===== src/rtl/ps_pc_stack.sv =====
// Program-sequencer hardware stack holding return addresses and bus pushes.
// The top-of-stack word is registered and bypasses same-cycle write data.
module ps_pc_stack #(
  parameter int DW    = 16,
  parameter int DEPTH = 16,
  parameter int AW    = 4
) (
  input  logic          clk,
  input  logic          rst,
  input  logic          ps_pshstck,
  input  logic          ps_popstck,
  input  logic          ps_call,
  input  logic [DW-1:0] ps_pc_nxt,
  input  logic [DW-1:0] ps_stck_din,
  input  logic          ps_stck_clr_err,
  output logic [DW-1:0] ps_stck_dout,
  output logic [AW:0]   ps_stck_cnt,
  output logic          ps_stck_empty,
  output logic          ps_stck_full,
  output logic          ps_stck_ovf,
  output logic          ps_stck_unf
);

  localparam logic [AW:0] CNT_ONE  = (AW+1)'(1);
  localparam logic [AW:0] CNT_TWO  = (AW+1)'(2);
  localparam logic [AW:0] CNT_FULL = (AW+1)'(DEPTH);

  logic [DW-1:0] mem_q [DEPTH];

  logic [AW:0]   cnt_q, cnt_d;
  logic [DW-1:0] dout_q, dout_d;
  logic          ovf_q, unf_q;
  logic          ovf_set, unf_set;

  logic          push, pop;
  logic [DW-1:0] push_data;
  logic          is_empty, is_full;
  logic          wr_en;
  logic [AW-1:0] wr_addr;
  logic [AW-1:0] rd_addr;
  logic [DW-1:0] rd_data;

  assign push      = ps_pshstck | ps_call;
  assign pop       = ps_popstck;
  assign push_data = ps_call ? ps_pc_nxt : ps_stck_din;
  assign is_empty  = (cnt_q == '0);
  assign is_full   = (cnt_q == CNT_FULL);

  // Entry that becomes the new top after a plain pop.
  assign rd_addr = AW'(cnt_q - CNT_TWO);
  assign rd_data = mem_q[rd_addr];

  always_comb begin
    cnt_d   = cnt_q;
    dout_d  = dout_q;
    wr_en   = 1'b0;
    wr_addr = cnt_q[AW-1:0];
    ovf_set = 1'b0;
    unf_set = 1'b0;

    if (push && pop) begin
      // Replace top; on an empty stack the pop is dropped and the push proceeds.
      wr_en  = 1'b1;
      dout_d = push_data;
      if (is_empty) begin
        cnt_d = CNT_ONE;
      end else begin
        wr_addr = AW'(cnt_q - CNT_ONE);
      end
    end else if (push) begin
      if (is_full) begin
        ovf_set = 1'b1;
      end else begin
        wr_en  = 1'b1;
        cnt_d  = cnt_q + CNT_ONE;
        dout_d = push_data;
      end
    end else if (pop) begin
      if (is_empty) begin
        unf_set = 1'b1;
      end else begin
        cnt_d  = cnt_q - CNT_ONE;
        dout_d = (cnt_q == CNT_ONE) ? '0 : rd_data;
      end
    end
  end

  always_ff @(posedge clk) begin
    if (rst) begin
      cnt_q  <= '0;
      dout_q <= '0;
      ovf_q  <= 1'b0;
      unf_q  <= 1'b0;
    end else begin
      cnt_q  <= cnt_d;
      dout_q <= dout_d;
      // A fresh error outranks a concurrent clear.
      ovf_q  <= ovf_set | (ovf_q & ~ps_stck_clr_err);
      unf_q  <= unf_set | (unf_q & ~ps_stck_clr_err);
    end
  end

  always_ff @(posedge clk) begin
    if (wr_en && !rst) begin
      mem_q[wr_addr] <= push_data;
    end
  end

  assign ps_stck_dout  = dout_q;
  assign ps_stck_cnt   = cnt_q;
  assign ps_stck_empty = is_empty;
  assign ps_stck_full  = is_full;
  assign ps_stck_ovf   = ovf_q;
  assign ps_stck_unf   = unf_q;

endmodule


===== config.mk =====
export PLATFORM = sky130hd
export DESIGN_NAME = ps_pc_stack
export DESIGN_NICKNAME = d
export VERILOG_FILES = /design/src/rtl/ps_pc_stack.sv
export SDC_FILE = /design/constraint.sdc
export NUM_CORES = 1
export LEC_CHECK = 0
export ABC_AREA = 1
export CAP_MARGIN = 15
export CORE_MARGIN = 2
export CORE_UTILIZATION = 31
export DETAILED_ROUTE_END_ITERATION = 6
export GPL_TIMING_DRIVEN = 0
export SLEW_MARGIN = 30
export SYNTH_ARGS = -nofsm -noshare
export SYNTH_HDL_FRONTEND = slang
export SYNTH_SLANG_ARGS = --single-unit

===== constraint.sdc =====
create_clock -name clk -period 3.2 [get_ports clk]
set_input_delay 0.32 -clock clk [delete_from_list [all_inputs] [get_ports clk]]
set_output_delay 0.32 -clock clk [all_outputs]
set_load 0.02 [all_outputs]

# Word-level counts from Yosys, hierarchy flattened
# Memories as Yosys holds them, arrays and structs flattened.
# Index checks and enable logic that the tools add are counted.
# Widths: inputs -> output; s select.
op_classes:
  n_addsub: 3
  n_eq_ne: 5
  mux: 27
  n_bitwise: 6
  reduce_logical: 7
op_table:
  columns: ["cell", "count"]
  rows:
  - ["$mux 16", 7]
  - ["$mux 5", 6]
  - ["$mux 1", 12]
  - ["$mux 4", 2]
  - ["$add 5x1->5 const B", 1]
  - ["$eq 5x1->1 const B", 1]
  - ["$eq 5x5->1 const B", 1]
  - ["$logic_not 5->1", 1]
  - ["$sub 5x1->5 const B", 1]
  - ["$reduce_and 4->1", 1]
  - ["$sub 4x2->4 const B", 1]
  - ["$ne 3x1->1 const B", 1]
  - ["$ne 3x2->1 const B", 1]
  - ["$or 1x1->1", 3]
  - ["$reduce_and 3->1", 1]
  - ["$reduce_bool 3->1", 1]
  - ["$and 1x1->1", 2]
  - ["$logic_and 1x1->1", 2]
  - ["$ne 2x2->1 const B", 1]
  - ["$logic_not 1->1", 1]
  - ["$not 1->1", 1]
totals:
  ff_bits: 23
  ramBits: 256
  inputBits: 38
  output_inout_bits: 25
  n_memories: 1
memory_table:
  columns: ["name", "depth", "word_bits", "rd", "rd_ports_with_merged_regs", "write_ports", "line_no", "text"]
  rows:
  - ["mem_q", 16, 16, 1, 0, 1, "28", "logic [DW-1:0] mem_q [DEPTH];"]

# Depth between registers and ports, before layout
# Gate-level depths: netlist of the first run.
logic_depth:
  ltp_word: 7
  mapped_depth: 14
  ltp_nobuf: 11

# Worst setup path after synthesis of the first run
# Ideal clock, no wire load.
synth_timing:
  path_kind: "reg2reg"
  startpoint: "reg cnt_q[0] (netlist: ps_stck_cnt[0])"
  endpoint: "mem mem_q[12][0] (enable)"
  setup_ns: 0.388
  arrival_ns: 2.530
  required_ns: 2.812
  path_slack_ns: 0.281
  path_stages_with_launch: 13
  n_path_buf: 3
  period_less_slack_ns: 2.919
  cell_sequence: "dfxtp_1 > buf_4 > inv_2 > buf_6 > buf_2 > ha_1 > nand3_4 > nand2_4 > inv_6 > nand2_4 > o21ai_4 > nand3_2 > nor2_1"
synth_via:
  elab_chain_len: 7
  elab_cells_between_ends: 11
  classes_between: "add/sub (1); eq/ne (1); mux (7); reduce/logical (2)"
synth_lines:
  columns: ["item", "line_no", "text"]
  rows:
  - ["from (decl)", "30", "logic [AW:0] cnt_q, cnt_d;"]
  - ["from (signal assigned)", "95", "cnt_q <= cnt_d;"]
  - ["$eq 5x5->1", "47", "assign is_full = (cnt_q == CNT_FULL);"]
  - ["$mux 1", "71", "if (is_full) begin"]
  - ["$mux 1", "70", "end else if (push) begin"]
  - ["$mux 1", "61", "if (push && pop) begin"]
  - ["$logic_and 1x1->1", "104", "if (wr_en && !rst) begin"]
  - ["$mux 1", "104", null]
  - ["$mux 1 (not written as such)", "105", "mem_q[wr_addr] <= push_data;"]
  - ["to (decl)", "28", null]
# Parallel ways exist; a longest one is shown, timed or not.

# Final worst setup path of the first run
layout_timing:
  startpoint: "reg cnt_q[1] (netlist: ps_stck_cnt[1])"
  endpoint: "reg dout_q[1] (netlist: ps_stck_dout[1])"
layout_via:
  elab_chain_len: 7
  elab_cells_between_ends: 13
  classes_between: "add/sub (1); eq/ne (4); mux (5); reduce/logical (2); memory (1)"
layout_lines:
  columns: ["item", "line_no", "text"]
  rows:
  - ["$sub 4x2->4", "50", "assign rd_addr = AW'(cnt_q - CNT_TWO);"]
  - ["$mem_v2 16x16", null, null]
  - ["$mux 16", "83", "dout_d = (cnt_q == CNT_ONE) ? '0 : rd_data;"]
  - ["$mux 16", "79", "if (is_empty) begin"]
  - ["$mux 16", "78", "end else if (pop) begin"]
  - ["$mux 16", "70", null]
  - ["$mux 16", "61", null]
  - ["to (signal assigned)", "96", "dout_q <= dout_d;"]
  - ["to (decl)", "31", "logic [DW-1:0] dout_q, dout_d;"]
# Parallel ways exist; a longest one is shown, timed or not. The select of a mux whose other input is x is not followed.
# A chain may end at the register's enable or synchronous reset.

==> flow_metrics.py, run 1 <==
metrics = {
    "hold_path": {
        "min_delay_path_depth": 4,
        "min_to": "ps_stck_unf",
        "worstHoldPathType": "input port to flop",
        "min-delay-start": "ps_call",
    },
    "global_routing": {
        "grt_start_max_net_pins": 18,
        "grt_use_total_pct": 17.1,
        "antenna_found_initial": 2,
        "overflow": 0,
        "grt_pass1_wl_um": 53500,
        "grt_pass1_vias": 8615,
    },
    "worst_setup_path": {
        "path_cells": "inv_1 -> buf_4 -> buf_4 -> ha_1 -> clkbuf_1 -> inv_1 -> clkbuf_1 -> nand3_1 -> nand3_1 -> nand2_1 -> nand2_1 -> a21oi_1",
        "cp_slowest_cell": "dfxtp_1",
        "cp_data_arrival_time_ns": 3.63,
        "cp_max_fo": 14,
        "reg2reg_from": "ps_stck_cnt[1]",
        "worst_setup_path_start_kind": "flop",
        "r2r_setup_slack_ns": 0.04,
        "worstRegToRegCells": 12,
        "crit_path_max_incr_delay_ns": 0.58,
        "crit_type": "flop to flop",
        "rr_endpoint": "ps_stck_dout[1]",
        "required_ns": 3.68,
        "endpoint_kind": "flop",
    },
    "final_layout": {
        "layout_common_cells": "nand2_1 (413), edfxtp_1 (256), inv_1 (210), nand3_1 (193), clkdlybuf4s50_1 (61)",
        "final_common_cell": "nand2_1",
        "diodes": 0,
        "design_area_mm2": 0.0153,
        "fin_nets": 1443,
        "area_growth_syn_to_layout_pct": 20.8,
        "utilization_pct": 37.8,
        "fin_cells": 1953,
        "drive_gt1_share_pct": 10.6,
        "fillers": 3980,
    },
    "route": {
        "drt_wl_total_um": 36300,
        "drt-initial-drc-count": 1023,
        "antenna_left": 0,
        "drc": 0,
        "first_pass_iters": 6,
        "drt-vias-per-instance": 4.67,
        "wire_per_inst_um": 18.6,
        "num_vias": 9128,
    },
    "timing": {
        "period_share_pct": 98.6,
        "worstMarginPinSlew_ns": 1.03,
        "grt_setup_unrepaired": "true",
        "layout_min_cycle_time_ns": 3.16,
        "timing_hold_violations_final": 0,
        "setup_viol_count_final": 0,
        "slew_viol_final": 0,
        "relSlewSlack_pct": 31.2,
        "max_freq_mhz": 317,
        "skew_ns": 0.0125,
    },
    "synthesis": {
        "yosysSeqAreaShare_pct": 64.3,
        "synth_area_leaders": "edfxtp_1 (61%), nand2_1 (12%), nand3_1 (7.6%)",
        "yosys.area.top_type": "edfxtp_1",
        "synth.cell_area_mm2": 0.0127,
        "avgSynthCellArea_um2": 9.82,
        "synth_cells": 1291,
        "ys_types": 34,
        "synth-seq-cells": 279,
        "yosys.area.top_type_share_pct": 60.7,
        "synth_warnings": 0,
        "syn-num-nets": 1336,
    },
    "floorplan": {
        "die_w_um": 206,
        "die-area_mm2": 0.0425,
        "ios": 63,
        "num_rows": 74,
        "initial_utilization_pct": 31.2,
        "die_h_um": 206,
        "core_mm2": 0.0406,
    },
    "job": {
        "cap_violations": 0,
    },
    "placement": {
        "dpl_cell_area_mm2": 0.0141,
        "place_inst": 1890,
        "portBuffers": 61,
        "place.gp.congestion": 0.944,
        "dp_hpwl_um": 24300,
    },
    "clock_network": {
        "clk_latency_ns": 0.55,
        "clock-sinks": 279,
        "root_buffer": "clkbuf_16",
        "cts_hold_repair.buffers": 0,
        "htree_levels": 1,
        "path_clk_slew_ns": 0.06,
        "cts_tree": "yes",
        "cts_buffer_depth": 3,
        "cts_buffers": 30,
    },
    "power_and_ir_drop": {
        "p_per_area_mw_per_mm2": 690,
        "power_mw": 10.6,
        "total_leakage_power_nw": 6.43,
        "ir_drop_mv": 0.488,
    },
    "run_status": {
        "status": "complete, no violations",
    },
}
==> state kept, by name (all words and copies together) (netlist names) <==
register	flops
mem_q	256
ps_stck_cnt	5
ps_stck_dout	16
ps_stck_ovf	1
ps_stck_unf	1
==> layer usage <==
layer  track usage, %  up-vias  wire length (um)
met2             26.3      363             15800
met3             2.44       60              2910
li1                 -     4378                 -
met5                0        -                 0
met4             5.08        0              1150
met1             24.9     4327             16400
==> final cells by class <==
type	count	area, um2	share of cell area (%)
repair buffers	76	857	5.60
well taps	532	666	4.35
multi-input cells	734	3490	22.8
flip-flops and latches	279	8150	53.2
clock inverters	18	208	1.36
clock buffers	37	798	5.21
inverters	216	821	5.36
plain buffers	61	329	2.15
==> stage by stage <==
step                      setup slack (ns)  TNS (ns)  hold WS [ns]
after floorplan                      0.281         0         0.392
after global placement              -0.783   -142.43         0.473
after detailed placement            -0.196     -5.50         0.489
after CTS                           0.0395         0         0.247
after global routing               -0.0413    -0.863         0.323
final                               0.0449         0         0.264
==> what timing repair did <==
item | CTS | global route
pin swaps | 0 | 6
endpoints found under the setup margin | 49 | 191
gates resized for setup | 5 | 2
buffers inserted | 0 | 9
==> logic make-up after synthesis <==
kind of cell             Yosys count  synth area share (%)
XOR/XNOR                           3                 0.267
buffers and inverters            278                  9.08
adder cells (fa/ha/maj)            7                 0.691
AND/OR/NAND/NOR                  660                  22.7
AO/OA/AOI/OAI                     64                  2.92
flip-flops                       279                  64.3
==> worst max path at each step <==
stage,start,depth (start not counted),endpoint
2_1_floorplan,ps_stck_cnt[0],12,mem_q[12][0]
3_3_place_gp,ps_stck_cnt[1],12,mem_q[1][10]
3_5_place_dp,ps_stck_cnt[1],10,mem_q[7][1]
4_1_cts,ps_stck_cnt[0],12,mem_q[6][12]
5_1_grt,ps_stck_cnt[1],12,mem_q[13][2]
6_report,ps_stck_cnt[1],12,ps_stck_dout[1]
==> power breakdown <==
part / total (mW) / switching (mW) / internal, mW
Clock: 3.54 / 1.38 / 2.16
Combinational: 2.70 / 1.90 / 0.799
Sequential: 4.34 / 0.0940 / 4.24
Total: 10.6 / 3.38 / 7.20
==> synthesized netlist by cell type <==
| cell type | n |
|---|---|
| ha_1 | 7 |
| nor2_1 | 27 |
| nor3_1 | 3 |
| a31oi_4 | 1 |
| o21ai_1 | 1 |
| nand3_1 | 193 |
| nand2_2 | 4 |
| nor2_2 | 2 |
| a21oi_1 | 35 |
| nor2_4 | 3 |
| inv_1 | 210 |
| buf_6 | 4 |
| buf_4 | 6 |
| nand2_4 | 4 |
| buf_2 | 36 |
| o211ai_1 | 1 |
| o21ai_0 | 21 |
| a22oi_1 | 1 |
| nand3b_4 | 1 |
| xor2_1 | 2 |
| dfxtp_1 | 23 |
| o31ai_1 | 1 |
| nand2_1 | 417 |
| nor2_8 | 3 |
| inv_2 | 4 |
| inv_6 | 2 |
| clkbuf_1 | 14 |
| nand3_2 | 2 |
| o21ai_4 | 2 |
| buf_1 | 2 |
| xor2_2 | 1 |
| edfxtp_1 | 256 |
| a32oi_1 | 1 |
| nand3_4 | 1 |
==> worst max-delay path, delay by kind of cell, from the launching register on <==
kind                     cells  cell delay (ns)
flip-flops                   1             0.58
adder cells (fa/ha/maj)      1             0.29
AO/OA/AOI/OAI                1             0.13
AND/OR/NAND/NOR              4             0.65
buffers and inverters        6             1.43
No activity file was read; power rests on OpenSTA's default activity.
==> run 2, diff against run 1 <==
--- a/config.mk
+++ b/config.mk
@@ -11,6 +11,7 @@
 export CORE_UTILIZATION = 31
 export DETAILED_ROUTE_END_ITERATION = 6
 export GPL_TIMING_DRIVEN = 0
+export SETUP_SLACK_MARGIN = 0.1
 export SLEW_MARGIN = 30
 export SYNTH_ARGS = -nofsm -noshare
 export SYNTH_HDL_FRONTEND = slang
==> flow_metrics.py, run 2 (synthesis gave the netlist of run 1 again) <==
metrics = {
    "clock_network": {
        "cts_tree": "yes",
        "path_clk_slew_ns": 0.06,
        "clk_latency_ns": 0.56,
        "clock-sinks": 279,
        "cts_buffer_depth": 3,
        "htree_levels": 1,
        "cts_hold_repair.buffers": 0,
        "cts_buffers": 30,
        "root_buffer": "clkbuf_16",
    },
    "worst_setup_path": {
        "cp_slowest_cell": "dfxtp_1",
        "cp_data_arrival_time_ns": 3.27,
        "critPathBufInv": 3,
        "endpoint_kind": "flop",
        "crit_type": "flop to flop",
        "cp_top_family": "simple AND/OR/NAND/NOR gates",
        "crit_path_max_incr_delay_ns": 0.57,
        "required_ns": 3.46,
        "path_cells": "inv_1 -> buf_4 -> ha_1 -> nand3_4 -> nand2_4 -> o21ai_1 -> nand2_1 -> nor2_2 -> buf_8",
        "worst_setup_path_start_kind": "flop",
        "cp_max_fo": 23,
    },
    "route": {
        "drt_wl_total_um": 36000,
        "drc": 0,
        "first_pass_iters": 5,
        "num_vias": 9125,
        "antenna_left": 0,
        "drt-vias-per-instance": 4.69,
        "drt-initial-drc-count": 1085,
        "wire_per_inst_um": 18.5,
    },
    "floorplan": {
        "die-area_mm2": 0.0425,
        "core_mm2": 0.0406,
        "die_h_um": 206,
        "num_rows": 74,
        "ios": 63,
        "die_w_um": 206,
        "initial_utilization_pct": 31.2,
    },
    "power_and_ir_drop": {
        "total_leakage_power_nw": 6.38,
        "switching_power_mw": 3.38,
        "pwr-share-comb_pct": 25.2,
        "power_frac_clock_pct": 33.7,
        "swShare_pct": 32.0,
        "p_per_area_mw_per_mm2": 694,
        "ir_drop_mv": 0.464,
        "power_frac_seq_pct": 41.1,
        "p_int_mw": 7.18,
    },
    "timing": {
        "max_freq_mhz": 333,
        "period_share_pct": 93.9,
        "skew_ns": 0.0110,
        "hold_ws_ns": 0.258,
        "relSlewSlack_pct": 31.7,
        "setup_slack_ns": 0.195,
        "setup_viol_count_final": 0,
        "timing_hold_violations_final": 0,
        "layout_min_cycle_time_ns": 3.00,
        "fin_setup_tns_ns": 0,
        "slew_viol_final": 0,
        "worstMarginPinSlew_ns": 1.02,
        "grt_setup_unrepaired": "true",
    },
    "final_layout": {
        "final_common_cell": "nand2_1",
        "regMostFlops": "mem_q",
        "fin_nets": 1436,
        "area_growth_syn_to_layout_pct": 20.0,
        "fin_cells": 1946,
        "layout_common_cells": "nand2_1 (413), edfxtp_1 (256), inv_1 (210), nand3_1 (193), clkdlybuf4s50_1 (61)",
        "largest_register_ffs": 256,
        "drive_gt1_share_pct": 10.3,
        "diodes": 0,
    },
    "global_routing": {
        "grt_pass1_wl_um": 53400,
        "grt_start_max_net_pins": 24,
        "grt_use_total_pct": 17.0,
        "antenna_found_initial": 2,
        "grt_pass1_vias": 8629,
        "overflow": 0,
    },
    "run_status": {
        "status": "complete, no violations",
    },
    "hold_path": {
        "worstHoldPathType": "input port to flop",
    },
    "placement": {
        "dp_hpwl_um": 24300,
        "place_inst": 1890,
        "post-place-ws_ns": -0.196,
        "place.gp.congestion": 0.944,
        "portBuffers": 61,
    },
    "job": {
        "cap_violations": 0,
    },
}
==> run 2: cell count changes in the layout (fill, tap and decap cells not counted) <==
cell / change
buf_12: -4
buf_4: -2
nor2_2: +2
nor2_4: -2
clkbuf_1: -1
==> run 2: worst reg2reg max path, cell delays in order, from the launching register on <==
cell and delay [ns]:
dfxtp_1 0.57, inv_1 0.13, buf_4 0.26, ha_1 0.30
nand3_4 0.14, nand2_4 0.09, o21ai_1 0.23, nand2_1 0.29
nor2_2 0.48, buf_8 0.21
==> run 2: power groups by stage <==
stage / Clock (mW) / Combinational (mW) / Sequential, mW
6_report: 3.55 / 2.66 / 4.34
5_1_grt: 3.71 / 2.89 / 4.35
4_1_cts: 3.58 / 2.62 / 4.34
3_5_place_dp: 0 / 2.60 / 4.41
3_3_place_gp: 0 / 2.52 / 4.42
2_1_floorplan: 0 / 1.52 / 4.43
==> run 2: final cells by class <==
| type | instances | area [um2] |
|---|---|---|
| Clock buffer | 37 | 798 |
| Fill cell | 3994 | 25400 |
| Inverter | 216 | 821 |
| Timing Repair Buffer | 71 | 769 |
| Tap cell | 532 | 666 |
| Clock inverter | 18 | 208 |
| Sequential cell | 279 | 8150 |
| Buffer | 59 | 318 |
| Multi-Input combinational cell | 734 | 3480 |
==> run 2: worst paths after layout <==
| kind | slack [ns] | end | from | cells after the start |
|---|---|---|---|---|
| worst min register to register | 0.50 | ps_stck_unf | ps_stck_unf | 2 |
| worst max-delay path | 0.20 | mem_q[6][12] | ps_stck_cnt[1] | 9 |
| worst min-delay path | 0.26 | ps_stck_unf | ps_call | 4 |
| worst max register to register | 0.20 | mem_q[6][12] | ps_stck_cnt[1] | 9 |
==> run 2: metal layers <==
metal | wire length [um] | vias to the layer above | GRT usage [%]
li1 | - | 4370 | -
met1 | 15800 | 4319 | 24.8
met2 | 15900 | 374 | 26.3
met3 | 3220 | 62 | 2.44
met4 | 1060 | 0 | 5.08
met5 | 0 | - | 0
==> run 2: metrics by stage <==
step | util, % | power, mW | area, um2
6_report | 37.5 | 10.6 | 15200
5_1_grt | 37.5 | 10.9 | 15200
4_1_cts | 37.3 | 10.5 | 15100
3_5_place_dp | 34.8 | 7.01 | 14100
3_3_place_gp | 34.4 | 6.94 | 13900
2_1_floorplan | - | 5.95 | 12700
==> run 2: timing repair <==
| item | CTS | global route |
|---|---|---|
| resized for setup | 4 | 0 |
| pin swaps | 2 | 1 |
| setup buffers | 1 | 3 |
| setup endpoints to repair | 196 | 27 |
==> run 3, diff against run 2 <==
--- a/config.mk
+++ b/config.mk
@@ -7,9 +7,11 @@
 export LEC_CHECK = 0
 export ABC_AREA = 1
 export CAP_MARGIN = 15
+export CORE_ASPECT_RATIO = 0.6
 export CORE_MARGIN = 2
 export CORE_UTILIZATION = 31
 export DETAILED_ROUTE_END_ITERATION = 6
+export DONT_BUFFER_PORTS = 1
 export GPL_TIMING_DRIVEN = 0
 export SETUP_SLACK_MARGIN = 0.1
 export SLEW_MARGIN = 30
==> flow_metrics.py, run 3 (synthesis gave the netlist of run 1 again) <==
metrics = {
    "run_status": {
        "status": "complete, no violations",
    },
    "global_routing": {
        "grt_pass1_vias": 8398,
        "grt_pass1_wl_um": 53000,
        "grt_use_total_pct": 16.9,
        "grt_start_max_net_pins": 18,
        "overflow": 0,
        "antenna_found_initial": 0,
    },
    "route": {
        "drt-vias-per-instance": 4.81,
        "first_pass_iters": 5,
        "antenna_left": 0,
        "drc": 0,
        "wire_per_inst_um": 19.2,
        "drt_wl_total_um": 36300,
        "num_vias": 9119,
        "drt-initial-drc-count": 1149,
    },
    "worst_setup_path": {
        "cp_slowest_cell": "dfxtp_2",
        "endpoint_kind": "flop",
        "cp_data_arrival_time_ns": 3.45,
        "crit_path_max_incr_delay_ns": 0.50,
        "required_ns": 3.63,
        "worstRegToRegCells": 10,
        "cp_max_fo": 14,
        "crit_type": "flop to flop",
        "path_cells": "inv_1 -> buf_4 -> clkbuf_4 -> ha_2 -> clkbuf_1 -> nand3_1 -> nand3_1 -> nand2_1 -> nand2_1 -> a21oi_1",
        "worst_setup_path_start_kind": "flop",
    },
    "floorplan": {
        "die_h_um": 161,
        "num_rows": 57,
        "initial_utilization_pct": 31.4,
        "die_w_um": 265,
        "die-area_mm2": 0.0426,
        "ios": 63,
        "core_mm2": 0.0404,
    },
    "timing": {
        "period_share_pct": 94.3,
        "max_freq_mhz": 331,
        "slew_viol_final": 0,
        "setup_viol_count_final": 0,
        "grt_setup_unrepaired": "true",
        "relSlewSlack_pct": 33.9,
        "fin_setup_tns_ns": 0,
        "worstMarginPinSlew_ns": 0.989,
        "skew_ns": 0.0153,
        "timing_hold_violations_final": 0,
        "layout_min_cycle_time_ns": 3.02,
    },
    "clock_network": {
        "cts_buffer_depth": 3,
        "clk_latency_ns": 0.55,
        "htree_levels": 1,
        "cts_buffers": 25,
        "path_clk_slew_ns": 0.07,
        "clock-sinks": 279,
        "cts_tree": "yes",
        "root_buffer": "clkbuf_16",
    },
    "power_and_ir_drop": {
        "p_int_mw": 6.41,
        "p_per_area_mw_per_mm2": 670,
        "switching_power_mw": 3.37,
        "swShare_pct": 34.5,
        "pwr-share-comb_pct": 26.6,
        "ir_drop_mv": 0.371,
        "power_mw": 9.78,
        "power_frac_seq_pct": 44.9,
        "power_frac_clock_pct": 28.5,
        "total_leakage_power_nw": 6.17,
    },
    "final_layout": {
        "fin_nets": 1396,
        "utilization_pct": 36.1,
        "diodes": 0,
        "regMostFlops": "mem_q",
        "layout_common_cells": "nand2_1 (416), edfxtp_1 (256), inv_1 (210), nand3_1 (190)",
        "drive_gt1_share_pct": 11.9,
        "final_common_cell": "nand2_1",
        "area_growth_syn_to_layout_pct": 15.1,
        "largest_register_ffs": 256,
        "design_area_mm2": 0.0146,
    },
    "placement": {
        "dpl_cell_area_mm2": 0.0135,
        "portBuffers": 0,
        "place.gp.congestion": 0.938,
        "dp_hpwl_um": 25100,
    },
    "hold_path": {
        "min_delay_path_depth": 3,
        "worstHoldPathType": "input port to flop",
    },
    "job": {
        "cap_violations": 0,
    },
}
-- run 3: timing repair --
item | 4_1_cts | 5_1_grt
buffers inserted | 10 | 11
endpoints found under the hold margin | 4 | 0
hold buffers | 3 | 0
setup endpoints to repair | 263 | 166
gates resized for setup | 7 | 16
pin swaps | 7 | 7
-- run 3: path summary, 6_finish.rpt --
| check | start | end | slack, ns |
|---|---|---|---|
| worst max-delay path | ps_stck_cnt[1] | ps_stck_dout[11] | 0.18 |
| worst min register to register | ps_stck_dout[3] | ps_stck_dout[3] | 0.65 |
| worst max register to register | ps_stck_cnt[1] | ps_stck_dout[11] | 0.18 |
| worst min-delay path | ps_stck_clr_err | ps_stck_ovf | 0.05 |
-- run 3: power groups by stage --
stage / sequential (mW) / clock, mW / combinational (mW)
2_1_floorplan: 4.43 / 0 / 1.52
3_3_place_gp: 4.47 / 0 / 2.33
3_5_place_dp: 4.47 / 0 / 2.42
4_1_cts: 4.39 / 2.81 / 2.49
5_1_grt: 4.40 / 2.96 / 2.82
6_report: 4.39 / 2.79 / 2.60
-- run 3: stage by stage --
step                      hold WS (ns)  instances  setup WS (ns)
after floorplan                  0.392       1291          0.281
after global placement           0.394       1822         -0.841
after detailed placement         0.395       1832         -0.330
after CTS                       0.0351       1886        -0.0428
after global routing            0.0934       1897         0.0376
final                           0.0455       1897          0.183
-- run 3: per-layer routing --
metal  global-route usage [%]  vias to the layer above  share of wire (%)
li1                         -                     4294                  -
met1                     26.0                     4366                 46
met2                     22.4                      409                 38
met3                     6.36                       50                 14
met4                     3.24                        0                1.7
met5                        0                        -                  0
-- run 3: critical path, delay by kind of cell, from the launching register on --
kind,cells,cell delay [ns]
compound gates,1,0.06
fa+ha+maj,1,0.50
buf+inv,4,1.08
flops,1,0.50
simple gates,4,0.75
-- run 3: final cells by class --
cell class | count | area [um2]
repair buffers | 34 | 400
fillers | 3993 | 25800
clock inverters | 9 | 40.0
multi-input cells | 734 | 3510
plain buffers | 61 | 333
flip-flops and latches | 279 | 8150
well taps | 531 | 664
clock buffers | 33 | 666
inverters | 216 | 821
